**config.mk**
```make
export PLATFORM = sky130hd
export DESIGN_NAME = audio_dac_multi
export DESIGN_NICKNAME = d
export VERILOG_FILES = /design/src/rtl/audio_dac_multi.sv
export SDC_FILE = /design/constraint.sdc
export NUM_CORES = 1
export LEC_CHECK = 0
export BUFFER_PORTS_ARGS = -buffer_cell sky130_fd_sc_hd__buf_4
export CAP_MARGIN = 25
export CORE_MARGIN = 3
export CORE_UTILIZATION = 49
export DETAILED_ROUTE_END_ITERATION = 8
export PLACE_DENSITY = 0.7
export SLEW_MARGIN = 30
export SYNTH_ARGS = -nofsm -noshare
export SYNTH_HDL_FRONTEND = slang
export SYNTH_SLANG_ARGS = --single-unit
export TNS_END_PERCENT = 20
```
**constraint.sdc**
```tcl
create_clock -name clk -period 4.5 [get_ports clk]
set_input_delay 0.225 -clock clk [delete_from_list [all_inputs] [get_ports clk]]
set_output_delay 0.225 -clock clk [all_outputs]
set_load 0.05 [all_outputs]
```
**src/rtl/audio_dac_multi.sv**
```systemverilog
// Multi-channel 1-bit audio DAC: double-buffered frames, PWM or first-order sigma-delta per channel.
// Latency: a frame accepted in period N drives the pins in period N+1 (one extra clock from counter to pin).
// Backpressure: sample_ready drops once a frame is pending and returns the cycle after that frame moves to active.
module audio_dac_multi #(
  parameter int CHANNELS = 2,
  parameter int WIDTH    = 9,
  parameter int MODE     = 0
) (
  input  logic                      clk,
  input  logic                      rst_n,
  input  logic [CHANNELS*WIDTH-1:0] sample_in,
  input  logic                      sample_valid,
  output logic                      sample_ready,
  input  logic                      mute,
  output logic [CHANNELS-1:0]       dac_out,
  output logic                      frame_start,
  output logic [15:0]               underrun_count
);

  localparam logic [WIDTH-1:0] MIDSCALE = {1'b1, {(WIDTH-1){1'b0}}};
  localparam logic [WIDTH-1:0] CNT_MAX  = {WIDTH{1'b1}};

  logic [WIDTH-1:0]                cnt_q, cnt_d;
  logic [CHANNELS-1:0][WIDTH-1:0]  pend_q, pend_d;
  logic [CHANNELS-1:0][WIDTH-1:0]  act_q, act_d;
  // Only the low WIDTH bits of each accumulator carry state; the carry is the pin value.
  logic [CHANNELS-1:0][WIDTH-1:0]  acc_q, acc_d;
  logic [CHANNELS-1:0][WIDTH:0]    sum;
  logic                            pend_full_q, pend_full_d;
  logic                            ready_q;
  logic [15:0]                     urun_q, urun_d;
  logic                            fs_q;
  logic [CHANNELS-1:0]             dac_q, dac_d;

  logic boundary;
  logic accept;

  assign boundary = (cnt_q == CNT_MAX);
  assign accept   = sample_valid && !pend_full_q;

  // Frame buffering, boundary transfer/mute and underrun accounting.
  always_comb begin
    cnt_d       = cnt_q + 1'b1;
    pend_d      = pend_q;
    pend_full_d = pend_full_q;
    act_d       = act_q;
    urun_d      = urun_q;
    if (accept) begin
      for (int k = 0; k < CHANNELS; k++) begin
        // Signed to offset-binary: flip the sign bit.
        pend_d[k] = sample_in[k*WIDTH +: WIDTH] ^ MIDSCALE;
      end
      pend_full_d = 1'b1;
    end
    if (boundary) begin
      if (mute) begin
        // Pending frame is kept so it plays once mute is released.
        for (int k = 0; k < CHANNELS; k++) begin
          act_d[k] = MIDSCALE;
        end
      end else if (pend_full_q) begin
        act_d       = pend_q;
        pend_full_d = 1'b0;
      end else if (urun_q != 16'hFFFF) begin
        // A same-cycle accept lands in pending, so this period is still an underrun.
        urun_d = urun_q + 16'd1;
      end
    end
  end

  // Per-channel modulator: PWM compare or sigma-delta carry.
  always_comb begin
    for (int k = 0; k < CHANNELS; k++) begin
      sum[k]   = {1'b0, acc_q[k]} + {1'b0, act_q[k]};
      acc_d[k] = sum[k][WIDTH-1:0];
      if (MODE == 1) begin
        dac_d[k] = sum[k][WIDTH];
      end else begin
        dac_d[k] = (cnt_q < act_q[k]);
      end
    end
  end

  // State registers.
  always_ff @(posedge clk or negedge rst_n) begin
    if (!rst_n) begin
      cnt_q       <= '0;
      pend_q      <= '0;
      pend_full_q <= 1'b0;
      ready_q     <= 1'b1;
      urun_q      <= '0;
      fs_q        <= 1'b0;
      dac_q       <= '0;
      acc_q       <= '0;
      for (int k = 0; k < CHANNELS; k++) begin
        act_q[k] <= MIDSCALE;
      end
    end else begin
      cnt_q       <= cnt_d;
      pend_q      <= pend_d;
      pend_full_q <= pend_full_d;
      ready_q     <= !pend_full_d;
      urun_q      <= urun_d;
      fs_q        <= boundary;
      dac_q       <= dac_d;
      acc_q       <= acc_d;
      act_q       <= act_d;
    end
  end

  assign sample_ready   = ready_q;
  assign dac_out        = dac_q;
  assign frame_start    = fs_q;
  assign underrun_count = urun_q;

endmodule

```
# ---- Word level (Yosys, flattened, before mapping)
# Cells that the tools add are included.
dict set report totals {
  reg_bits 66
  input_bits 22
  output_inout_bits 20
  elab_cells 32
}
dict set report classes {
  add_sub_neg 2
  n_lt_le_gt_ge 2
  eq_ne 2
  n_mux 6
  n_bitwise 4
  n_reduce_logical 6
}
# cell count
set ops {}
lappend ops {{$mux W18} 2}
lappend ops {{$lt A9 B9 Y1} 2}
lappend ops {{$add A16 B1 Y16 const B} 1}
lappend ops {{$ne A16 B16 Y1 const B} 1}
lappend ops {{$add A9 B1 Y9 const B} 1}
lappend ops {{$eq A9 B9 Y1 const B} 1}
lappend ops {{$mux W1} 4}
lappend ops {{$not A1 Y1} 4}
lappend ops {{$reduce_and A4 Y1} 1}
lappend ops {{$logic_not A1 Y1} 2}
lappend ops {{$reduce_and A2 Y1} 1}
lappend ops {{$reduce_bool A2 Y1} 1}
lappend ops {{$logic_and A1 B1 Y1} 1}

# ---- Logic depth before layout (Yosys ltp)
dict set report logic_depth {
  depth_word 7
  mapped_depth 10
  ltp_nobuf 10
}

# ---- Least setup slack after synthesis
# No wires, ideal clock.
dict set report synth_path {
  path_kind {reg2reg}
  startpoint {register cnt_q[1]}
  endpoint {register urun_q[12], in the netlist underrun_count[12]}
  setup_ns 0.142
  arrival_ns 2.089
  slack_ns 2.269
  stages_incl_launch_ff 11
  n_path_buf 0
  synth_period_minus_slack_ns 2.231
  cell_sequence {dfrtp_1 ha_1 nand3_1 nor2_1 and3_1 ha_1 nor3b_4 nor2b_1 and3_2 nand4_1 xnor2_1}
}
dict set report synth_via {
  elab_chain_cells 2
}
# item line_no
set synth_lines {}
lappend synth_lines {{start: declaration} 23} ;# logic [WIDTH-1:0] cnt_q, cnt_d;
lappend synth_lines {{start signal: assignment} 99} ;# cnt_q <= cnt_d;
lappend synth_lines {{$eq A9 B9 Y1} 38} ;# assign boundary = (cnt_q == CNT_MAX);
lappend synth_lines {{net boundary} 35} ;# logic boundary;
lappend synth_lines {{$reduce_and A4 Y1 (no line)} --}
lappend synth_lines {{end signal: assignment} 103} ;# urun_q <= urun_d;
lappend synth_lines {{end: declaration} 31} ;# logic [15:0] urun_q, urun_d;
# The timed path passes the listed nets, and every way through them passes these cells.
# A chain may end at the register's enable or synchronous reset.

# ---- Worst setup path in the final report
dict set report layout_path {
  startpoint {register cnt_q[0]}
  endpoint {register urun_q[12], in the netlist underrun_count[12]}
}
# Same word-level chain as after synthesis.

==> summary.md <==
| Metric | Value |
|---|---|
| Hold_ws | `-0.01035 ns` |
| Dpl cell area | `3356 sq um` |
| Number of global-route vias before repair | `2009` |
| Worst slew margin | `0.4331` |
| Worst EP arrival | `2.64 ns` |
| Layout cell share with drive strength beyond 1 | `0.2842` |
| Synth Register Bits | `66` |
| Worst-path cell chain | `ha_1 -> nand3_1 -> nor2_1 -> and3_1 -> ha_1 -> nor3b_4 -> nor2b_1 -> and3_2 -> nand4_1 -> xnor2_1` |
| Unrepaired setup endpoints after global routing | `false` |
| Core Area | `5675 sq um` |
| Violated checks | `hold timing` |
| First-pass GRT wire length | `9446 um` |
| FMAX | `412.1 MHz` |
| Area of the mapped netlist | `2968 sq um` |
| Synth top area share | `0.5312` |
| Multi-input logic area | `1212 sq um` |
| Fin. Hold Viols | `20` |
| Row count | `27` |
| Post-layout util | `0.6182` |
| Final setup fails | `0` |
| Hold Crit Class | `primary input to async pin` |
| Clock Sinks | `66` |
| Dpl ws | `2.082 ns` |
| Post-cts gate resize count | `0` |
| Vias/cell | `5.272` |
| ANT nets after route | `0` |
| Syn Nets | `281` |
| # hold bufs at CTS | `0` |
| IO buf count | `41` |
| Initial antenna violation count | `0` |
| Ant. Diodes | `0` |
| Vias | `1919` |
| Post-route cell area | `3508 sq um` |
| Worst Setup End Kind | `flip-flop` |
| DIE WIDTH | `83.83 um` |
| Clock Latency Late Sink | `0.33 ns` |
| R2R cell count | `10` |
| Starting Density | `0.5229` |
| Total GRT Usage | `0.1682` |
| Syn avg cell area | `12.37 sq um` |
| Slew @ Worst Pin | `0.8486 ns` |
| TritonRoute pass-1 iters | `4` |
| H-tree levels | `3` |
| Register-to-register setup slack | `2.07 ns` |
| # fillers | `481` |
| Most common library cells after synthesis | `dfrtp_1, inv_1, ha_1` |
| Post-synth ARST share | `1.000` |
| VDD IR-drop max | `0.1932 mV` |
| Largest stage delay on the critical path | `0.42 ns` |
| Number of DRC markers in iteration 0 | `119` |
| Setup tns final | `0 ns` |
| Synthesis Warnings | `0` |
| Cell mode on critical path | `ha_1` |
| PnR Total Power | `1.067 mW` |
| Largest net degree at the start of global routing | `67` |
| Die span in y | `83.83 um` |
| Layout area overhead | `18.21%` |
| Distinct cells, synth | `34` |
| Top-count cell post-synth | `dfrtp_1` |
| Pwr/cell area | `304.0 nW/um^2` |
| Largest area contributor in the netlist | `dfrtp_1` |
| Reg-to-Reg Start | `cnt_q[0]` |
| Reg area | `1655 sq um` |
| Root buffer cell | `clkbuf_8` |
| Die area | `7027 sq um` |
| EDFF count, synth | `0` |
| Run status | `finished, violations left` |
| CTS Buffer Depth | `2` |
| Worst Path Required | `4.71 ns` |
| Fin crit share | `0.5393` |
| Mapped Cells | `240` |
| Max-Cap Viols | `0` |
| Layout Nets | `330` |
| Setup Fix Bufs, Post-CTS | `0` |
| Worst-path clk slew | `0.06 ns` |
| Post-Route WL | `5299 um` |
| WS Path Type | `flip-flop to flip-flop` |
| Worst path bufs/invs | `0` |
| DP HPWL | `3838 um` |
| Seq/Total Area, Yosys | `0.5578` |
| Critical Path Fanout Max | `6` |
| CTS tree | `done` |
| Worst R2R End | `underrun_count[12]` |
| Leakage | `1.724 nW` |
| Synth Flop Type | `dfrtp_1` |
| Largest cells by area after synthesis | `dfrtp_1, ha_1, mux2_2` |
| Critical path's slowest cell | `dfrtp_1` |
| Clk_skew | `0.003749 ns` |
| RD Place Congestion | `0.7369` |
| Final min period | `2.427 ns` |
| Residual DRC | `0` |
| Total CTS buffers | `9` |
| GRT overflow | `0` |
| Startpoint Class | `flip-flop` |
| Fin worst setup slack | `2.073 ns` |
| Wire length per cell | `14.56 um` |
| Delay-heaviest family, CP | `simple AND/OR/NAND/NOR gates` |
| Num ports | `42` |
| Fin. max-slew vios | `0` |
cell usage in the layout, fill, tap and decap left out, types with 2 or more instances in the layout:
cell      count
a22o_1       16
dfrtp_1      63
nand2_1      11
mux2_2       17
clkbuf_1      4
xor2_1        7
o21ai_0       2
o21a_1        2
nand3_1       8
ha_1         19
buf_4        43
nor3_1        2
nand4_1       4
and3_2        5
xnor2_1      13
clkbuf_8     10
dfstp_2       3
inv_1        20
and3_1        2
a21oi_1      11
nand2b_1      2
nor2_1       10
a21o_1        4
nor2b_1       2
metrics by stage:
stage	hold WS, ns	instances
floorplan	-0.07059	240
global placement	0.3771	350
detailed placement	0.3698	350
CTS	0.01575	364
global route	0.03483	364
finish	-0.01035	364
where the power goes:
group	internal, mW	switching [mW]
clock network	0.210	0.191
logic	0.0249	0.0183
registers	0.613	0.00937
total	0.847	0.219
area by class of cell:
class / instances / area share
multi-input cells: 149 / 0.3456
repair buffers: 43 / 0.09201
well taps: 72 / 0.02568
inverters: 20 / 0.02140
clock buffers: 14 / 0.04351
flip-flops and latches: 66 / 0.4718
flip-flops by register name (all words and copies together) (netlist names):
name	cells
pend_q	18
frame_start	1
pend_full_q	1
dac_out	2
underrun_count	16
act_q	18
cnt_q	9
sample_ready	1
worst max-delay path by stage:
stage	to	startpoint	depth (start not counted)
3_3_place_gp	underrun_count[12]	cnt_q[1]	10
6_report	underrun_count[12]	cnt_q[0]	10
3_5_place_dp	underrun_count[12]	cnt_q[0]	10
2_1_floorplan	underrun_count[12]	cnt_q[1]	10
5_1_grt	underrun_count[15]	cnt_q[0]	10
4_1_cts	underrun_count[12]	cnt_q[0]	10
cells by family (layout without fill, tap and decap cells):
kind of cell | count (synthesis) | in the layout | synth area share
compound gates | 40 | 40 | 0.1016
buf+inv | 25 | 77 | 0.03372
flops | 66 | 66 | 0.5578
mux | 18 | 18 | 0.06787
fa+ha+maj | 19 | 19 | 0.08010
simple gates | 52 | 52 | 0.09992
xor+xnor | 20 | 20 | 0.05902
metal layers:
metal | track usage | vias up | share of wire
met1 | 0.2147 | 943 | 0.45
met4 | 0.04386 | 0 | 0.012
met5 | 0 | - | 0
met3 | 0.07404 | 5 | 0.056
met2 | 0.2625 | 37 | 0.48
li1 | - | 934 | -
Note: power is estimated with default switching activity, not from simulation.
